[src/rtl/alu_sequencer_if.sv]
// Bus bundle between the instruction sequencer and its environment: the
// byte input stream, the result output stream and the byte-ALU control bus.
//
// Handshake semantics (both streams): a byte transfers on a rising clock edge
// where valid and ready are both 1. A producer holding valid keeps its data
// stable until that edge; ready may be driven freely and never depends on
// anything the producer does later in the same cycle.
//
// master: the host plus ALU side (drives input bytes, output ready, ALU result).
// slave:  the sequencer side.
interface alu_seq_if;
  logic [7:0] in_data;
  logic       in_valid;
  logic       in_ready;
  logic [7:0] out_data;
  logic       out_valid;
  logic       out_ready;
  logic [3:0] alu_opcode;
  logic       alu_accum_source;
  logic       alu_value_source;
  logic [7:0] alu_data;
  logic [7:0] alu_result;

  modport master (
    output in_data, in_valid, out_ready, alu_result,
    input  in_ready, out_data, out_valid,
           alu_opcode, alu_accum_source, alu_value_source, alu_data
  );

  modport slave (
    input  in_data, in_valid, out_ready, alu_result,
    output in_ready, out_data, out_valid,
           alu_opcode, alu_accum_source, alu_value_source, alu_data
  );
endinterface

[src/rtl/alu_sequencer.sv]
// alu_sequencer: byte-stream instruction front-end for the byte ALU.
// Each instruction issues exactly one ALU op cycle, then the registered
// ALU result is captured and, for EMIT instructions, returned on the output.
// Optional feature macro: ALU_SEQ_STATUS_EN -- every EMIT instruction also
// issues a status read (opcode 0xF) and returns the status as a second byte.
module alu_sequencer #(
  parameter int RETIRE_W = 8
) (
  input  logic                clk,
  input  logic                rst_n,
  alu_seq_if.slave            bus,
  output logic                busy,
  output logic [RETIRE_W-1:0] retired,
  output logic [2:0]          o_dbg_state
);

  typedef enum logic [2:0] {
    S_FETCH   = 3'd0,
    S_IMM     = 3'd1,
    S_ISSUE   = 3'd2,
    S_RESULT  = 3'd3,
    S_EMIT    = 3'd4
`ifdef ALU_SEQ_STATUS_EN
    ,
    S_SISSUE  = 3'd5,
    S_SRESULT = 3'd6,
    S_SEMIT   = 3'd7
`endif
  } state_t;

  state_t              r_state;
  logic [7:0]          r_instr;
  logic [3:0]          r_alu_opcode;
  logic                r_alu_accum_source;
  logic                r_alu_value_source;
  logic [7:0]          r_alu_data;
  logic [7:0]          r_out_data;
  logic                r_out_valid;
  logic [RETIRE_W-1:0] r_retired;

  state_t              w_next_state;
  logic                w_in_ready;
  logic [7:0]          w_instr_d;
  logic [3:0]          w_alu_opcode_d;
  logic                w_alu_accum_source_d;
  logic                w_alu_value_source_d;
  logic [7:0]          w_alu_data_d;
  logic                w_out_load;
  logic                w_out_done;
  logic                w_retire;

  // Next-state and datapath controls; ALU bus defaults to nop so it is only
  // non-zero for the single cycle after an issue is decided.
  always_comb begin
    w_next_state         = r_state;
    w_in_ready           = 1'b0;
    w_instr_d            = r_instr;
    w_alu_opcode_d       = 4'h0;
    w_alu_accum_source_d = 1'b0;
    w_alu_value_source_d = 1'b0;
    w_alu_data_d         = 8'h00;
    w_out_load           = 1'b0;
    w_out_done           = 1'b0;
    w_retire             = 1'b0;
    case (r_state)
      S_FETCH: begin
        w_in_ready = 1'b1;
        if (bus.in_valid) begin
          w_instr_d = bus.in_data;
          if (bus.in_data[6]) begin
            w_next_state = S_IMM;
          end else begin
            w_next_state         = S_ISSUE;
            w_alu_opcode_d       = bus.in_data[3:0];
            w_alu_accum_source_d = bus.in_data[4];
            w_alu_value_source_d = bus.in_data[5];
          end
        end
      end
      S_IMM: begin
        w_in_ready = 1'b1;
        if (bus.in_valid) begin
          w_next_state         = S_ISSUE;
          w_alu_opcode_d       = r_instr[3:0];
          w_alu_accum_source_d = r_instr[4];
          w_alu_value_source_d = r_instr[5];
          w_alu_data_d         = bus.in_data;
        end
      end
      S_ISSUE: w_next_state = S_RESULT;
      S_RESULT: begin
        w_retire = 1'b1;
        if (r_instr[7]) begin
          w_out_load   = 1'b1;
          w_next_state = S_EMIT;
        end else begin
          w_next_state = S_FETCH;
        end
      end
      S_EMIT: begin
        if (bus.out_ready) begin
          w_out_done = 1'b1;
`ifdef ALU_SEQ_STATUS_EN
          w_next_state   = S_SISSUE;
          w_alu_opcode_d = 4'hF;
`else
          w_next_state = S_FETCH;
`endif
        end
      end
`ifdef ALU_SEQ_STATUS_EN
      S_SISSUE: w_next_state = S_SRESULT;
      S_SRESULT: begin
        w_out_load   = 1'b1;
        w_next_state = S_SEMIT;
      end
      S_SEMIT: begin
        if (bus.out_ready) begin
          w_out_done   = 1'b1;
          w_next_state = S_FETCH;
        end
      end
`endif
      default: w_next_state = S_FETCH;
    endcase
  end

  // State, instruction latch, registered ALU bus, output holding register, counter.
  always_ff @(posedge clk) begin
    if (!rst_n) begin
      r_state            <= S_FETCH;
      r_instr            <= 8'h00;
      r_alu_opcode       <= 4'h0;
      r_alu_accum_source <= 1'b0;
      r_alu_value_source <= 1'b0;
      r_alu_data         <= 8'h00;
      r_out_data         <= 8'h00;
      r_out_valid        <= 1'b0;
      r_retired          <= '0;
    end else begin
      r_state            <= w_next_state;
      r_instr            <= w_instr_d;
      r_alu_opcode       <= w_alu_opcode_d;
      r_alu_accum_source <= w_alu_accum_source_d;
      r_alu_value_source <= w_alu_value_source_d;
      r_alu_data         <= w_alu_data_d;
      if (w_out_load) begin
        r_out_data  <= bus.alu_result;
        r_out_valid <= 1'b1;
      end else if (w_out_done) begin
        r_out_valid <= 1'b0;
      end
      if (w_retire) begin
        r_retired <= r_retired + RETIRE_W'(1);
      end
    end
  end

  // in_ready and busy are gated by reset so they read 0 while rst_n is low.
  assign bus.in_ready         = w_in_ready & rst_n;
  assign bus.out_data         = r_out_data;
  assign bus.out_valid        = r_out_valid;
  assign bus.alu_opcode       = r_alu_opcode;
  assign bus.alu_accum_source = r_alu_accum_source;
  assign bus.alu_value_source = r_alu_value_source;
  assign bus.alu_data         = r_alu_data;
  assign busy                 = rst_n & (r_state != S_FETCH);
  assign retired              = r_retired;
  assign o_dbg_state          = r_state;

endmodule

[src/flat_wrapper.sv]
// flat-port wrapper written by rule: the top's interface ports become plain ports
module alu_sequencer_flat 
#(
  parameter int RETIRE_W = 8
)
  (clk, rst_n, busy, retired, o_dbg_state, bus_in_data, bus_in_valid, bus_out_ready, bus_alu_result, bus_in_ready, bus_out_data, bus_out_valid, bus_alu_opcode, bus_alu_accum_source, bus_alu_value_source, bus_alu_data);
  alu_seq_if bus_i ();
  input  logic clk;
  input  logic rst_n;
  output logic busy;
  output logic [RETIRE_W-1:0] retired;
  output logic [2:0] o_dbg_state;
  input wire logic [$bits(bus_i.in_data)-1:0] bus_in_data;
  input wire logic [$bits(bus_i.in_valid)-1:0] bus_in_valid;
  input wire logic [$bits(bus_i.out_ready)-1:0] bus_out_ready;
  input wire logic [$bits(bus_i.alu_result)-1:0] bus_alu_result;
  output wire logic [$bits(bus_i.in_ready)-1:0] bus_in_ready;
  output wire logic [$bits(bus_i.out_data)-1:0] bus_out_data;
  output wire logic [$bits(bus_i.out_valid)-1:0] bus_out_valid;
  output wire logic [$bits(bus_i.alu_opcode)-1:0] bus_alu_opcode;
  output wire logic [$bits(bus_i.alu_accum_source)-1:0] bus_alu_accum_source;
  output wire logic [$bits(bus_i.alu_value_source)-1:0] bus_alu_value_source;
  output wire logic [$bits(bus_i.alu_data)-1:0] bus_alu_data;
  assign bus_i.in_data = bus_in_data;
  assign bus_i.in_valid = bus_in_valid;
  assign bus_i.out_ready = bus_out_ready;
  assign bus_i.alu_result = bus_alu_result;
  assign bus_in_ready = bus_i.in_ready;
  assign bus_out_data = bus_i.out_data;
  assign bus_out_valid = bus_i.out_valid;
  assign bus_alu_opcode = bus_i.alu_opcode;
  assign bus_alu_accum_source = bus_i.alu_accum_source;
  assign bus_alu_value_source = bus_i.alu_value_source;
  assign bus_alu_data = bus_i.alu_data;
  alu_sequencer #(.RETIRE_W(RETIRE_W)) u_core (.clk(clk), .rst_n(rst_n), .bus(bus_i), .busy(busy), .retired(retired), .o_dbg_state(o_dbg_state));
endmodule
[config.mk]
export PLATFORM = sky130hd
export DESIGN_NAME = alu_sequencer_flat
export DESIGN_NICKNAME = d
export VERILOG_FILES = /design/src/rtl/alu_sequencer_if.sv /design/src/rtl/alu_sequencer.sv /design/src/flat_wrapper.sv
export SDC_FILE = /design/constraint.sdc
export NUM_CORES = 1
export LEC_CHECK = 0
export ABC_AREA = 1
export CORE_MARGIN = 8
export CORE_UTILIZATION = 41
export CTS_CLUSTER_DIAMETER = 100
export DETAILED_ROUTE_END_ITERATION = 12
export GPL_TIMING_DRIVEN = 0
export PLACE_DENSITY = 0.73
export SYNTH_ARGS = -nofsm -noshare
export SYNTH_HDL_FRONTEND = slang
export SYNTH_SLANG_ARGS = --single-unit
[constraint.sdc]
create_clock -name clk -period 1.5 [get_ports clk]
set_input_delay 0.225 -clock clk [delete_from_list [all_inputs] [get_ports clk]]
set_output_delay 0.225 -clock clk [all_outputs]
set_load 0.05 [all_outputs]
; After elaboration in Yosys (flattened, before gate mapping)
; Index checks and enable logic that the tools add are counted.
[classes]
n_addsub = 1
eq_ne = 7
mux = 26
bitwise_logic = 2
n_reduce_logical = 7
[op_table]
columns = operator, count
row1 = $pmux W3 S5, 1
row2 = $mux W1, 14
row3 = $mux W3, 4
row4 = $mux W4, 3
row5 = $add A8 B1 Y8 const B, 1
row6 = $pmux W4 S2, 1
row7 = $eq A3 B2 Y1 const B, 2
row8 = $ne A2 B2 Y1 const B, 3
row9 = $reduce_and A3 Y1, 2
row10 = $pmux W1 S2, 2
row11 = $eq A3 B1 Y1 const B, 1
row12 = $eq A3 B3 Y1 const B, 1
row13 = $logic_not A3 Y1, 1
row14 = $reduce_bool A3 Y1, 1
row15 = $and A1 B1 Y1, 2
row16 = $mux W2, 1
row17 = $reduce_and A2 Y1, 1
row18 = $reduce_bool A2 Y1, 1
row19 = $reduce_or A2 Y1, 1
[word_totals]
ff_bits = 42
in_bits = 20
wordCells = 52

; Longest topological paths before layout
; Gate-level depths: netlist of the first run.
[depth]
ltp_word = 4
depth_mapped = 8
mapped_depth_nobuf = 7

; Worst setup path after synthesis of the first run
; Ideal clock, no wire load.
[synth_timing]
kind = register to register
from = reg u_core.r_state[2] (netlist: u_core.o_dbg_state[2])
to = reg u_core.r_alu_accum_source (netlist: u_core.bus.alu_accum_source)
arrival_time_ns = 2.140
path_slack_ns = -0.708
stages_incl_launch_ff = 5
period_less_slack_ns = 2.208
cell_sequence = dfxtp_1 > buf_4 > nor3_1 > nand2_1 > nor2_1
[synth_via]
elab_chain_len = 2
elab_cells_between_ends = 3
classes_between = 1 x eq/ne / 1 x mux / 1 x reduce/logical
[synth_lines]
columns = item, line
row1 = "start, declared", alu_sequencer.sv:31  ; state_t r_state;
row2 = "start signal, assigned", alu_sequencer.sv:141  ; r_state <= w_next_state;
row3 = $eq A3 B1 Y1 / $logic_not A3 Y1 (equally long branches), alu_sequencer.sv:65  ; case (r_state)
row4 = $pmux W1 S2 *, alu_sequencer.sv:65
row5 = "end signal, assigned", alu_sequencer.sv:144  ; r_alu_accum_source <= w_alu_accum_source_d;
row6 = "end, declared", alu_sequencer.sv:34  ; logic r_alu_accum_source;
; Mark *: on every way between the ends. The rest lies on a longest branch, timed or not.
; A chain may end at the register's enable or synchronous reset.

; Final worst setup path of the first run
[layout_timing]
from = reg u_core.r_retired[1] (netlist: u_core.retired[1])
to = out retired[1]
[layout_lines]
columns = item, line
row1 = "start, declared", alu_sequencer.sv:39  ; logic [RETIRE_W-1:0] r_retired;
row2 = "start signal, assigned", alu_sequencer.sv:154  ; r_retired <= r_retired + RETIRE_W'(1);
row3 = "end, declared", flat_wrapper.sv:11  ; output logic [RETIRE_W-1:0] retired;
; No word-level cell between the ends.

==> results_dict.tcl, run 1 <==
set metrics [dict create \
    synth.distinct_cells 25 \
    ios 56 \
    p_clk_share_pct 38.4 \
    final_cells 321 \
    crit_slowest_cell "dlygate4sd2_1" \
    place_area_um2 2258 \
    grt_max_degree 14 \
    start_kind "register" \
    drc 0 \
    io_buffer_count 54 \
    hold_class "in2reg" \
    worst-path-buf-inv 1 \
    critPathMaxStageDelay_ps 550 \
    track_usage_pct 14.33 \
    fin_area_um2 2356 \
    antenna_found_initial 0 \
    yosysWarnings 0 \
    comb_power_share_pct 14.6 \
    initial_core_util_pct 41.75 \
    grt-ovfl-total 0 \
    power_density_nw_per_um2 1034 \
    timing.rr.start "u_core.o_dbg_state[2]" \
    reg2reg_depth 7 \
    finalPower_w 0.002437 \
    timing.rr.end "u_core.retired[5]" \
    cts.sinks 41 \
    cts_tree "done" \
    reg2reg_slack_ps 170 \
    synth_area_um2 1634 \
    core_um2 3914 \
    dp.cells 313 \
    drv_slew 0 \
    fin_tns_setup_ps 0 \
    dieWidth_um 79.13 \
    synth.ff_latch_count 41 \
    endpoint "retired[1]" \
    critPathMaxFanout 4 \
    swShare_pct 26.57 \
    cts-htree-levels 2 \
    rsz0062_at_grt "no" \
    critPathKind "reg2out" \
    cts_buffers 5 \
    tightest_slew_ps 513.2 \
    drt_iter0_drc 48 \
    std_cell_rows 23 \
    syn_nets 230 \
    path_delay_family "buffers and inverters" \
    post-route-period-util_pct 96.25 \
    critPathArrivalTime_ps 1220 \
    slew_headroom_pct 65.78 \
    path_clk_slew_ps 80 \
    nFillCells 402 \
    fin_worst_skew_ps 3.411 \
    clk_latency_ps 300 \
    viasPerCell 4.785 \
    first_pass_iters 4 \
    grt_pass1_vias 1590 \
    synth-seq-area-share_pct 50.23 \
    cp-end-kind "output pin" \
    drv_cap 0 \
    holdCritStartpoint "rst_n" \
    wl_per_cell_um 12.83 \
    layout_common_cells "nand2_1, dfxtp_1, dlygate4sd2_1, a21oi_1, nor2_1" \
    place_hpwl_um 3052 \
    ant_nets 0 \
    path_cells "dlygate4sd2_1" \
    fin_util_pct 60.20 \
    crit_required_ps 1270 \
    hold_viol_final 0 \
    peakVddDrop_mv 0.7819 \
    layout.nets 291 \
    fin_crit_ps 1444 \
    die_h_um 79.13 \
    cp.depth 1 \
    clockRootBuffer "clkbuf_8" \
    place_congestion 0.7617 \
    max_freq_mhz 692.6 \
    syn_area_per_cell_um2 7.819 \
    setup_viol 0 \
    seqPwrFrac_pct 47.1 \
    vias 1536 \
    outcome "finished, final reports clean" \
    startpoint "u_core.retired[1]" \
    wl_um 4120 \
    die_area_um2 6262 \
    leakagePower_nw 1.081 \
    drive_above_1_share_pct 13.65 \
    intPower_w 0.001789 \
    layout_commonest_cell "nand2_1" \
    p_switching_w 0.0006476 \
    clk_path_buf_depth 2 \
    grt_pass1_wl_um 7148 \
    syn_to_final_growth_pct 44.18 \
    synth_cells 209 \
    diodes 0 \
]
## power groups by stage
stage                     sequential, W  clock, W  combinational, W
final                           0.00115  0.000935          0.000355
after global routing            0.00115   0.00100          0.000387
after CTS                       0.00115  0.000952          0.000351
after detailed placement        0.00117         0          0.000360
after global placement          0.00117         0          0.000357
after floorplan                 0.00124         0          0.000155
## metal layers
layer  routed length [um]  part of all wire (%)  global-route usage, %
met1                 1629                    40                  14.38
met2                 1976                    48                  24.16
met3                  460                    11                  8.691
met4                   53                   1.3                  4.444
met5                    0                     0                      0
## worst min-delay path by stage
stage / cells past startpoint / slack, ps / end
floorplan: 2 / 340 / u_core.bus.alu_data[0]
global placement: 2 / 450 / u_core.bus.out_data[3]
finish: 3 / 240 / u_core.retired[4]
detailed placement: 2 / 450 / u_core.bus.out_data[6]
global route: 3 / 260 / u_core.retired[4]
CTS: 3 / 230 / u_core.retired[4]
## flip-flops by register name (all words and copies together), names as in the netlist
register	flops
u_core.bus.out_valid	1
u_core.r_instr	7
u_core.bus.out_data	8
u_core.bus.alu_data	8
u_core.o_dbg_state	3
u_core.bus.alu_value_source	1
u_core.bus.alu_accum_source	1
u_core.bus.alu_opcode	4
u_core.retired	8
## cell usage after synthesis, drive strengths merged
cell	count	area share, %
nand3	19	6.9
inv	24	5.5
buf	3	1.2
xor2	1	0.54
nand4	2	0.77
ha	1	0.77
o21a	1	0.46
o21ai	7	2.1
o211ai	1	0.46
nor3	4	1.5
dfxtp	41	50
a21oi	24	7.4
clkbuf	3	0.69
nand3b	1	0.46
nor2	28	8.8
nand2	49	12
## per-stage QoR
stage | worst slack (ps) | hold slack, ps
CTS | -25.69 | 233.1
finish | 56.19 | 239.3
detailed placement | -563.1 | 451.0
global route | 4.811 | 260.9
global placement | -585.0 | 448.2
floorplan | 4.193 | 337.2
## kinds of logic (layout without fill, tap and decap cells)
| family | after synthesis | in the layout | share of synthesized area [%] |
|---|---|---|---|
| AND/OR/NAND/NOR | 103 | 103 | 30.63 |
| buffers and inverters | 30 | 92 | 7.427 |
| XOR/XNOR | 1 | 1 | 0.5361 |
| adder cells (fa/ha/maj) | 1 | 1 | 0.7656 |
| AO/OA/AOI/OAI | 33 | 33 | 10.41 |
| flip-flops | 41 | 41 | 50.23 |
## cell type report
class,count,area (um^2),area share (%)
sequential,41,828.3,35.16
multi-input combinational,138,720.7,30.59
timing repair buffer,54,501.7,21.30
inverter,24,90.09,3.824
clock buffer,6,82.58,3.505
tap,50,62.56,2.655
clock inverter,2,37.54,1.593
buffer,6,32.53,1.381
## timing repair
action,CTS,global route
hold buffers,0,0
endpoints found under the setup margin,36,5
setup buffers,0,0
gates resized for setup,53,9
pin swaps,0,0
Note: power is estimated with default switching activity, not from simulation.
==> inputs of run 2 (changes only) <==
--- a/config.mk
+++ b/config.mk
@@ -5,13 +5,13 @@
 export SDC_FILE = /design/constraint.sdc
 export NUM_CORES = 1
 export LEC_CHECK = 0
-export ABC_AREA = 1
+export ABC_AREA = 0
 export CORE_MARGIN = 8
 export CORE_UTILIZATION = 41
 export CTS_CLUSTER_DIAMETER = 100
 export DETAILED_ROUTE_END_ITERATION = 12
+export DONT_BUFFER_PORTS = 1
 export GPL_TIMING_DRIVEN = 0
-export PLACE_DENSITY = 0.73
 export SYNTH_ARGS = -nofsm -noshare
 export SYNTH_HDL_FRONTEND = slang
 export SYNTH_SLANG_ARGS = --single-unit
==> results_dict.tcl, run 2 <==
set metrics [dict create \
    outcome "finished with violations" \
    violations "negative setup slack" \
    critPathMaxFanout 6 \
    reg2reg_depth 5 \
    path_clk_slew_ps 80 \
    leakagePower_nw 0.7070 \
    dieWidth_um 77.52 \
    drc 0 \
    timing.rr.start "u_core.o_dbg_state[2]" \
    crit_slowest_cell "dfxtp_4" \
    reg2reg_slack_ps 40 \
    start_kind "register" \
    std_cell_rows 22 \
    diodes 0 \
    layout_commonest_cell "dfxtp_1" \
    drive_above_1_share_pct 27.42 \
    path_cells "buf_6 > or3_4 > clkinvlp_4" \
    drt_iter0_drc 75 \
    synth_cells 168 \
    place_hpwl_um 2780 \
    cts.sinks 41 \
    min_to "u_core.bus.out_data[5]" \
    syn_nets 189 \
    synth_commonest_cells "dfxtp_1, nand2_1, a21oi_1, nor2_1, mux2i_1" \
    layout_common_cells "dfxtp_1, nand2_1, nor2_1, buf_4, a21oi_1" \
    critPathMaxStageDelay_ps 430 \
    drv_cap 0 \
    syn_area_per_cell_um2 9.235 \
    ys_async_sr_fraction_pct 0 \
    grt_pass1_wl_um 6265 \
    place_congestion 0.7817 \
    core_um2 3661 \
    ios 56 \
    synth-seq-area-share_pct 52.90 \
    clockRootBuffer "clkbuf_8" \
    synthFlopType "dfxtp_1" \
    layout.nets 206 \
    wl_per_cell_um 17.04 \
    synth-edff-count 0 \
    timing.final.ws_setup_ps -161.3 \
    tightest_slew_ps 594.9 \
    min_delay_path_depth 2 \
    synth_top_area_share_pct 52.90 \
    fin_tns_setup_ps -238.5 \
    hold_class "in2reg" \
    grt-ovfl-total 0 \
    crit_required_ps 1270 \
    vias 1284 \
    dp.cells 216 \
    initial_core_util_pct 42.38 \
    path_delay_family "flip-flops" \
    grt_max_degree 14 \
    synth.distinct_cells 33 \
    setup_viol 2 \
    fin_crit_ps 1661 \
    synth_area_um2 1551 \
    clk_path_buf_depth 2 \
    timing.rr.end "u_core.bus.alu_value_source" \
    track_usage_pct 12.74 \
    cts_tree "done" \
    cts-htree-levels 2 \
    io_buffer_count 0 \
    grt_pass1_vias 1243 \
    antenna_found_initial 0 \
    final_cells 234 \
    worst-path-buf-inv 2 \
    peakVddDrop_mv 0.6407 \
    critPathArrivalTime_ps 1440 \
    ant_nets 0 \
    post-route-period-util_pct 110.8 \
    cts_buffers 5 \
    first_pass_iters 4 \
    wl_um 3987 \
    clk_latency_ps 290 \
    holdCritStartpoint "bus_alu_result[5]" \
    yosysTopAreaCell "dfxtp_1" \
    slew_headroom_pct 60.29 \
    hold_viol_final 0 \
    yosysMostFrequentCell "dfxtp_1" \
    max_freq_mhz 602.0 \
    synth.ff_latch_count 41 \
    drv_slew 0 \
    place_area_um2 1632 \
    critPathKind "reg2out" \
    yosysWarnings 0 \
    power_density_nw_per_um2 1157 \
    syn_to_final_growth_pct 24.60 \
    holdBufCountCts 0 \
    fin_worst_skew_ps 6.392 \
    die_area_um2 6009 \
    finalPower_w 0.002237 \
    fin_area_um2 1933 \
    rsz0062_at_grt "yes" \
    synthTopCellsByArea "dfxtp_1, a21oi_1, mux2i_1, nand2_1, nor2_1" \
    viasPerCell 5.487 \
    cp-end-kind "output pin" \
    die_h_um 77.52 \
]
## run 2: changes by cell type after synthesis, moves of 4 or more
cell     change
nand2_1     -22
inv_1       -18
nand3_1     -14
mux2i_1      +9
nor2_1       -9
and3_1       +8
a21oi_1      -6
o21ai_0      -5
a32oi_1      +4
## run 2: worst max path at each step
| stage | to | cells past startpoint | slack (ps) | start |
|---|---|---|---|---|
| 2_1_floorplan | u_core.retired[6] | 4 | 1 | u_core.retired[0] |
| 6_report | bus_in_ready | 3 | -160 | u_core.o_dbg_state[2] |
| 5_1_grt | bus_in_ready | 3 | -200 | u_core.o_dbg_state[2] |
| 3_5_place_dp | u_core.bus.alu_accum_source | 5 | -160 | u_core.o_dbg_state[2] |
| 3_3_place_gp | u_core.bus.alu_value_source | 5 | -150 | u_core.o_dbg_state[2] |
| 4_1_cts | bus_in_ready | 3 | -160 | u_core.o_dbg_state[2] |
## run 2: cell type report
class | instances | area, um^2
Clock inverter | 2 | 35.03
Clock buffer | 6 | 72.57
Tap cell | 48 | 60.06
Inverter | 4 | 18.77
Fill cell | 330 | 1728
Multi-Input combinational cell | 113 | 762.0
Sequential cell | 41 | 844.6
Buffer | 10 | 65.06
Timing Repair Buffer | 10 | 75.07
## run 2: what timing repair did
action | in CTS | in global routing
resized for setup | 19 | 13
setup buffers | 8 | 2
setup endpoints to repair | 31 | 32
pin swaps | 4 | 9
## run 2: worst reg2reg max path, stage by stage (launching register included)
cell and delay, ps:
dfxtp_4 430, buf_6 150, or3_4 350, clkinvlp_4 220, nand2_1 130, a21oi_1 120
## run 2: cells by family after synthesis
| group | Yosys count | share of synthesized area [%] |
|---|---|---|
| multiplexers | 9 | 5.807 |
| buffers and inverters | 14 | 3.951 |
| AO/OA/AOI/OAI | 29 | 11.21 |
| AND/OR/NAND/NOR | 72 | 24.19 |
| XOR/XNOR | 2 | 1.129 |
| flip-flops | 41 | 52.90 |
| adder cells (fa/ha/maj) | 1 | 0.8063 |
## run 2: through the flow
step           hold slack (ps)  util (%)  setup WS, ps
4_1_cts                  69.28     50.99        -162.0
5_1_grt                  62.92     52.80        -197.1
6_report                 75.15     52.80        -161.3
3_5_place_dp             374.1     44.57        -164.7
3_3_place_gp             364.2     44.57        -150.3
2_1_floorplan            361.0         -         1.082
## run 2: layer usage
metal  vias to the layer above  global-route usage [%]  share of wire [%]
met5                         -                       0                  0
met3                         7                   8.525                 13
met1                       607                   13.31                 40
met4                         0                   5.283                1.4
met2                        47                   19.71                 46
li1                        623                       -                  -
## run 2: power breakdown
group	internal, W	switching, W
logic	0.0000793	0.000114
clock network	0.000493	0.000351
registers	0.00111	0.0000850
total	0.00169	0.000550
